**config.mk**
```make
export PLATFORM = sky130hd
export DESIGN_NAME = serial_uart_tx
export DESIGN_NICKNAME = d
export VERILOG_FILES = /design/src/rtl/serial_pkg.sv /design/src/rtl/serial_fifo.sv /design/src/rtl/serial_uart_tx.sv
export SDC_FILE = /design/constraint.sdc
export NUM_CORES = 1
export LEC_CHECK = 0
export ABC_AREA = 1
export CAP_MARGIN = 20
export CORE_UTILIZATION = 51
export DETAILED_ROUTE_END_ITERATION = 7
export HOLD_SLACK_MARGIN = 0.06
export PLACE_DENSITY = 0.66
export SLEW_MARGIN = 25
export SYNTH_ARGS = -nofsm -noshare
export SYNTH_HDL_FRONTEND = slang
export SYNTH_SLANG_ARGS = --single-unit
```
**constraint.sdc**
```tcl
create_clock -name clock -period 2.78 [get_ports clock]
set_clock_uncertainty 0.2 [all_clocks]
set_input_delay 0.556 -clock clock [delete_from_list [all_inputs] [get_ports clock]]
set_output_delay 0.556 -clock clock [all_outputs]
set_load 0.05 [all_outputs]
```
**src/rtl/serial_pkg.sv**
```systemverilog
// serial_pkg: shared types and constants for the UART transmit path.
//   tx_state_t           - serializer FSM states
//   DEFAULT_CLKS_PER_BIT - 100 MHz clock at 115200 baud
//   UART_FRAME_BITS      - start + 8 data + stop
package serial_pkg;

  typedef enum logic [1:0] {
    IDLE,
    START,
    DATA,
    STOP
  } tx_state_t;

  localparam int DEFAULT_CLKS_PER_BIT = 868;
  localparam int UART_FRAME_BITS      = 10;

endpackage

```
**src/rtl/serial_fifo.sv**
```systemverilog
// serial_fifo: byte FIFO with show-ahead read port.
//   clock, reset : clock and asynchronous active-high reset
//   push, din    : write strobe and byte (ignored while full)
//   pop, dout    : read strobe (ignored while empty); dout is the current head
//   level        : occupancy 0..DEPTH
//   full, empty  : occupancy flags
module serial_fifo #(
  parameter  int DEPTH = 8,
  localparam int PTR_W = $clog2(DEPTH)
) (
  input  logic             clock,
  input  logic             reset,
  input  logic             push,
  input  logic             pop,
  input  logic [7:0]       din,
  output logic [7:0]       dout,
  output logic [PTR_W:0]   level,
  output logic             full,
  output logic             empty
);

  localparam logic [PTR_W:0] FULL_COUNT = (PTR_W + 1)'(DEPTH);

  logic [7:0]       mem_q [DEPTH];
  logic [PTR_W-1:0] wr_ptr_q;
  logic [PTR_W-1:0] rd_ptr_q;
  logic [PTR_W:0]   count_q;
  logic             do_push;
  logic             do_pop;

  assign do_push = push && !full;
  assign do_pop  = pop && !empty;

  // Pointers wrap naturally because DEPTH is a power of two; the count is
  // kept separately so full and empty are unambiguous.
  always_ff @(posedge clock or posedge reset) begin
    if (reset) begin
      wr_ptr_q <= '0;
      rd_ptr_q <= '0;
      count_q  <= '0;
    end else begin
      if (do_push) wr_ptr_q <= wr_ptr_q + 1'b1;
      if (do_pop)  rd_ptr_q <= rd_ptr_q + 1'b1;
      case ({do_push, do_pop})
        2'b10:   count_q <= count_q + 1'b1;
        2'b01:   count_q <= count_q - 1'b1;
        default: count_q <= count_q;
      endcase
    end
  end

  always_ff @(posedge clock) begin
    if (do_push) mem_q[wr_ptr_q] <= din;
  end

  assign dout  = mem_q[rd_ptr_q];
  assign level = count_q;
  assign full  = (count_q == FULL_COUNT);
  assign empty = (count_q == '0);

endmodule

```
**src/rtl/serial_uart_tx.sv**
```systemverilog
// serial_uart_tx: buffers bytes from the processor serial write port and sends
// each one as an 8N1 UART frame (LSB first).
//   clock, reset : clock and asynchronous active-high reset
//   wr_data      : byte from processor serial_out
//   wr_en        : write strobe from processor serial_wren_out
//   ready        : FIFO not full (to processor serial_ready_in)
//   tx           : UART line, idle high, registered
//   busy         : frame in progress or bytes still queued
//   overflow     : sticky, set by a write attempted while full
//   level        : FIFO occupancy 0..DEPTH
module serial_uart_tx
  import serial_pkg::*;
#(
  parameter  int CLKS_PER_BIT = DEFAULT_CLKS_PER_BIT,
  parameter  int DEPTH        = 8,
  localparam int PTR_W        = $clog2(DEPTH)
) (
  input  logic             clock,
  input  logic             reset,
  input  logic [7:0]       wr_data,
  input  logic             wr_en,
  output logic             ready,
  output logic             tx,
  output logic             busy,
  output logic             overflow,
  output logic [PTR_W:0]   level
);

  localparam int              BAUD_W    = $clog2(CLKS_PER_BIT);
  localparam logic [BAUD_W-1:0] BAUD_LAST = BAUD_W'(CLKS_PER_BIT - 1);
  // Frame is start + data + stop, so the data bits are indices 0..FRAME-3.
  localparam logic [2:0]      LAST_BIT  = 3'(UART_FRAME_BITS - 3);

  tx_state_t         state_q;
  logic [BAUD_W-1:0] baud_q;
  logic [2:0]        bit_q;
  logic [7:0]        sh_q;
  logic              tx_q;
  logic              overflow_q;

  logic              fifo_push;
  logic              fifo_pop;
  logic [7:0]        fifo_dout;
  logic [PTR_W:0]    fifo_level;
  logic              fifo_full;
  logic              fifo_empty;
  logic              bit_end;

  assign bit_end   = (baud_q == BAUD_LAST);
  assign fifo_push = wr_en && !fifo_full;
  // The next frame is fetched either from idle or straight out of the stop
  // bit, which gives back-to-back frames with no idle gap.
  assign fifo_pop  = !fifo_empty &&
                     ((state_q == IDLE) || ((state_q == STOP) && bit_end));

  serial_fifo #(
    .DEPTH (DEPTH)
  ) u_fifo (
    .clock (clock),
    .reset (reset),
    .push  (fifo_push),
    .pop   (fifo_pop),
    .din   (wr_data),
    .dout  (fifo_dout),
    .level (fifo_level),
    .full  (fifo_full),
    .empty (fifo_empty)
  );

  always_ff @(posedge clock or posedge reset) begin
    if (reset) begin
      state_q <= IDLE;
      baud_q  <= '0;
      bit_q   <= '0;
      sh_q    <= '0;
      tx_q    <= 1'b1;
    end else begin
      case (state_q)
        IDLE: begin
          if (fifo_pop) begin
            sh_q    <= fifo_dout;
            baud_q  <= '0;
            tx_q    <= 1'b0;
            state_q <= START;
          end
        end
        START: begin
          if (bit_end) begin
            baud_q  <= '0;
            tx_q    <= sh_q[0];
            sh_q    <= sh_q >> 1;
            bit_q   <= '0;
            state_q <= DATA;
          end else begin
            baud_q <= baud_q + 1'b1;
          end
        end
        DATA: begin
          if (bit_end) begin
            baud_q <= '0;
            if (bit_q == LAST_BIT) begin
              tx_q    <= 1'b1;
              state_q <= STOP;
            end else begin
              tx_q  <= sh_q[0];
              sh_q  <= sh_q >> 1;
              bit_q <= bit_q + 1'b1;
            end
          end else begin
            baud_q <= baud_q + 1'b1;
          end
        end
        STOP: begin
          if (bit_end) begin
            baud_q <= '0;
            if (fifo_pop) begin
              sh_q    <= fifo_dout;
              tx_q    <= 1'b0;
              state_q <= START;
            end else begin
              state_q <= IDLE;
            end
          end else begin
            baud_q <= baud_q + 1'b1;
          end
        end
        default: begin
          tx_q    <= 1'b1;
          state_q <= IDLE;
        end
      endcase
    end
  end

  always_ff @(posedge clock or posedge reset) begin
    if (reset) begin
      overflow_q <= 1'b0;
    end else if (wr_en && fifo_full) begin
      overflow_q <= 1'b1;
    end
  end

  assign ready    = !fifo_full;
  assign tx       = tx_q;
  assign busy     = (state_q != IDLE) || !fifo_empty;
  assign overflow = overflow_q;
  assign level    = fifo_level;

endmodule

```
## Yosys cells after proc, flatten, opt, wreduce, memory -nomap -nowiden

Memory sizes are Yosys's and may differ from the RTL's.
Cells that the tools add are included.

- $add $sub $neg: 6
- Eq/ne operators: 14
- Muxes and demuxes: 29
- Reduce and logical (&&, ||, !) cells: 20

Operators with widths:

| kind | number |
|---|---|
| $mux 8 | 5 |
| $pmux 8 s4 | 1 |
| $mux 10 | 2 |
| $pmux 10 s2 | 1 |
| $add 10x1->10 const B | 1 |
| $eq 10x10->1 const B | 1 |
| $mux 2 | 5 |
| $ne 2x2->1 const B | 5 |
| $add 3x1->3 const B | 3 |
| $mux 3 | 3 |
| $mux 1 | 8 |
| $pmux 2 s4 | 1 |
| $pmux 4 s2 | 1 |
| $reduce_and 4->1 | 2 |
| $eq 2x2->1 const B | 3 |
| $logic_and 1x1->1 | 6 |
| $pmux 3 s2 | 1 |
| $reduce_bool 2->1 | 3 |
| $reduce_and 5->1 | 1 |
| $add 4x1->4 const B | 1 |
| $eq 2x1->1 const B | 2 |
| $eq 4x4->1 const B | 1 |
| $logic_not 4->1 | 1 |
| $pmux 1 s4 | 1 |
| 8 further kinds | 10 |

- Bits in registers: 35
- Bits in writable memories: 64
- Output and inout bits: 8
- Logic and storage cells: 79
- Memories kept: 1

Memory list:

| memory | depth | width | read ports | clocked after Yosys merged registers in | write ports | RTL line | source |
|---|---|---|---|---|---|---|---|
| u_fifo.mem_q | 8 | 8 | 1 | 0 | 1 | serial_fifo.sv:24 | `logic [7:0] mem_q [DEPTH];` |

## Logic depth before layout (Yosys ltp)

- Word-level depth: 7
- Gate-level depth with buffers: 14

## By module

A second synthesis with hierarchy kept.

- Cell total of the unflattened synthesis: 548
- Area total of the unflattened synthesis: 4,902.2 µm²

By module, submodules not included:

| module | instances | cells an instance | area each (µm²) |
|---|---|---|---|
| serial_fifo | 1 | 358 | 3,403.3 |
| serial_uart_tx | 1 | 190 | 1,498.9 |

## Worst setup path after synthesis

No wires, ideal clock.

- Path kind: flip-flop to flip-flop
- Start point: register u_fifo.count_q[0], in the netlist u_fifo.level[0]
- End point: register u_fifo.count_q[3], in the netlist u_fifo.level[3]
- Data arrival time: 2.522 ns
- Slack: -0.073 ns
- Cell stages (with the launch flop): 11
- Buffers on the path: 0
- Period minus slack after synthesis: 2.853 ns
- Cell sequence: dfrtp_1 nor2_1 nand2_1 nand2_1 ha_1 ha_1 a21oi_1 nand2_1 a21oi_1 o21ai_0 xor2_1

- Cells in the longest elaborated chain, start to end: 6
- Elaborated cells on any way between the ends: 14
- Those cells by class: 2 x add/sub; 3 x eq/ne; 1 x mux; 8 x reduce/logical

RTL lines:

| item | RTL line | source |
|---|---|---|
| start: declaration | serial_fifo.sv:27 | `logic [PTR_W:0] count_q;` |
| start signal: assignment | serial_fifo.sv:45 | `2'b10: count_q <= count_q + 1'b1;` |
| start signal: assignment | serial_fifo.sv:46 | `2'b01: count_q <= count_q - 1'b1;` |
| start signal: assignment | serial_fifo.sv:47 | `default: count_q <= count_q;` |
| $eq 4x4->1 (*) | serial_fifo.sv:58 | `assign full = (count_q == FULL_COUNT);` |
| $logic_not 1->1 (*) | - |  |
| named net ready | serial_uart_tx.sv:22 | `output logic ready,` |
| $logic_and 1x1->1 | serial_uart_tx.sv:50 | `assign fifo_push = wr_en && !fifo_full;` |
| $logic_and 1x1->1 (*) | serial_fifo.sv:31 | `assign do_push = push && !full;` |
| $eq 2x1->1 / $eq 2x2->1 (equally long branches) | serial_fifo.sv:44 | `case ({do_push, do_pop})` |
| $pmux 4 s2 / $reduce_bool 2->1 (equally long branches) | - |  |

The timed path passes the listed nets; every way through them passes the cells marked *.
A chain may end at the register's enable or synchronous reset.

## Worst setup path after layout

- Start point: register state_q[0]
- End point: output port busy

- Cells in the longest elaborated chain, start to end: 2

RTL lines:

| item | RTL line | source |
|---|---|---|
| start: declaration | serial_uart_tx.sv:34 | `tx_state_t state_q;` |
| start signal: assignment | serial_uart_tx.sv:72 | `state_q <= IDLE;` |
| start signal: assignment | serial_uart_tx.sv:84 | `state_q <= START;` |
| start signal: assignment | serial_uart_tx.sv:93 | `state_q <= DATA;` |
| $reduce_bool 2->1 | serial_uart_tx.sv:145 | `assign busy = (state_q != IDLE) \|\| !fifo_empty;` |
| $logic_or 1x1->1 | serial_uart_tx.sv:145 |  |
| end: declaration | serial_uart_tx.sv:24 | `output logic busy,` |

No other way between the ends.

==> results.ini <==
[synth]
synth.area.top_cells=edfxtp_1, dfrtp_1, nand2_1, nand3_1, ha_1
syn_area_um2=4541
netlist_instances=454
synthArstFlopShare_pct=35.35
synth_top_area_cell=edfxtp_1
post-synth-top-count-cell=nand2_1
synthAdderAreaFrac_pct=3.748
synth_warnings=0
avgSynthCellArea_um2=10.00
yosys.area_share.simple_pct=24.58
synth_top_family_by_area=simple AND/OR/NAND/NOR gates
seq_area_frac_synth_pct=61.64
synth_seq_cells=99
synth_enable_flop_cells=64
yosys.cell_types.count=36
syn_nets=478
synth_top_area_share_pct=42.33
yosys.area_share.xor_xnor_pct=1.543
ys.flop_type=edfxtp_1
synth_compound_area_share_pct=4.133
synth_common_cells=nand2_1, edfxtp_1, nand3_1
muxShareOfSynthArea_pct=0

[grt]
gr-usage-all-layers_pct=20.80
grt-ovfl-total=0
antenna_found_initial=0
grt_pass1_wl_um=14060
grt_max_degree=36
grt_pass1_vias=2932

[worst_setup_path]
cp-start-kind=register
crit_type=register to output pin
critPathCaptureType=output pin
cpMaxStageDelayCell=dlygate4sd2_1
crit_arrival_ns=1.82
reg2reg_from=state_q[0]$_DFFE_PP0P_
r2r_end=u_fifo.level[3]$_DFFE_PP0P_
cp_top_family=buffers and inverters
critPathLaunch=state_q[0]$_DFFE_PP0P_
worst-path-buf-inv=2
required_ns=2.02
path_cells=inv_1, ha_1, nand2_1, dlygate4sd2_1
r2r_slack_ns=0.22
path_max_fanout=5
reg2reg_depth=13
slowest_delay_ns=0.55

[timing]
fmax_mhz=388.1
drv_slew=0
max_slew_margin_pct=60.85
worst_slack_ns=0.2035
fin_setup_tns_ns=0
setup_violations=0
worst_pin_slew_ns=0.5864
fin_crit_sh_pct=92.68
period_minus_slack_ns=2.577
finalHoldViolCount=0
hold_ws_ns=0.2716

[power_and_ir_drop]
p_total_mw=3.515
p_leak_nw=2.150
powerDensity_nw_per_um2=688.1
irDropWorstVdd_v=0.0004262

[route]
drtIter0Drc=147
routed_via_density=5.206
wl_per_cell_um=14.40
ant_nets=0
dr.pass1.iters=5
drc_errors=0
vias=3108
routed_wl_um=8598

[cts]
cts_hold_buf=0
cts_sinks=99
clockBufferDepth=2
clk_latency_ns=0.37
cts_tree=done
cts_buffers=9
cts_max_level=3
clk_pin_slew_ns=0.10
cts-root-buf=clkbuf_8

[floorplanning]
die-area_um2=9284
start_util_pct=52.32
ioPinCount=19
die_y_um=96.36
coreArea_um2=8678
die_x_um=96.36
rows=34

[layout]
final_cells=597
multiInputGateArea_um2=1549
drive_gt1_share_pct=11.45
regArea_um2=2804
area_delta_synth_final_pct=12.51
fill_cells=757
antennaDiodeCount=0
layout.nets=508

[placed_design]
place.gp.congestion=0.8101
dp_cells=580
preCtsSetupSlack_ns=0.08870
port_buffers=18
dpl.hpwl_um=5659

[outcome]
outcome=finished, final reports clean

[hold_path]
hold_end=tx$_DFFE_PP1P_
min-delay-start=tx$_DFFE_PP1P_
hold_class=register to register
min_path_cells=2

[flow_run]
drv_cap=0

==> cell families after synthesis <==
| logic type | Yosys count |
|---|---|
| AND/OR/NAND/NOR | 256 |
| buffers and inverters | 45 |
| XOR/XNOR | 8 |
| flip-flops | 99 |
| adder cells (fa/ha/maj) | 13 |
| AO/OA/AOI/OAI | 33 |
==> layout make-up <==
cell class	count	area share, %
multi-input cells	310	30.32
flip-flops and latches	99	54.89
well taps	108	2.645
repair buffers	31	5.413
inverters	33	2.523
clock buffers	9	2.425
clock inverters	7	1.788
==> registers in the layout (all words and copies together) (netlist names) <==
signal and flops:
overflow 1, u_fifo.level 4, state_q 2, u_fifo.rd_ptr_q 3, baud_q 10, u_fifo.mem_q 64, bit_q 3, u_fifo.wr_ptr_q 3
sh_q 8, tx 1
==> power breakdown <==
part / total (mW) / internal (mW) / switching [mW]
clock: 0.992 / 0.444 / 0.548
combinational: 0.662 / 0.225 / 0.438
sequential: 1.86 / 1.78 / 0.0835
==> cell usage in the layout, fill, tap and decap left out, types with 2 or more instances in the layout <==
cell type and count:
nand3_1 57, nor2_2 3, a21oi_1 6, dfrtp_1 30, nand2_2 2, nor2_1 18, edfxtp_1 64, nand2_4 2
inv_8 4, inv_1 27, ha_2 2, buf_4 13, clkdlybuf4s50_1 17, o22ai_1 2, dfrtp_2 4, o21ai_0 18
ha_1 10, xnor2_1 2, xor2_1 6, nand2_1 166, nand2_8 2, inv_2 4, or2_2 2, clkbuf_8 9
==> worst max-delay path by stage <==
stage | endpoint | slack, ns | depth (start not counted)
global placement | u_fifo.level[3]$_DFFE_PP0P_ | 0.15 | 9
finish | busy | 0.20 | 4
global route | u_fifo.level[3]$_DFFE_PP0P_ | -0.008 | 14
floorplan | u_fifo.level[3]$_DFFE_PP0P_ | 0.09 | 11
CTS | u_fifo.level[3]$_DFFE_PP0P_ | 0.15 | 14
detailed placement | u_fifo.level[3]$_DFFE_PP0P_ | 0.09 | 9
==> worst min-delay path, stage by stage, from the launching register on <==
cell and delay [ns]:
dfstp_2 0.38, nand2_1 0.05, nand2_1 0.04
==> what timing repair did <==
| action | CTS | global route |
|---|---|---|
| resized for setup | 1 | 2 |
| hold endpoints to repair | 0 | 0 |
| endpoints found under the setup margin | 1 | 1 |
| setup buffers | 0 | 1 |
==> routing by layer <==
layer,vias to the layer above,share of wire [%],track usage (%),wire [µm]
met1,1459,43,27.12,3725
met5,-,0,0,0
met2,72,51,34.57,4378
li1,1571,-,-,-
met3,6,4.9,5.213,420
met4,0,0.86,5.882,74
==> metrics by stage <==
stage	area [µm²]	util [%]
after global routing	5109	58.87
after detailed placement	4882	56.26
after floorplan	4546	-
after CTS	5096	58.72
final	5109	58.87
after global placement	4882	56.26
No activity file was read; power rests on OpenSTA's default activity.
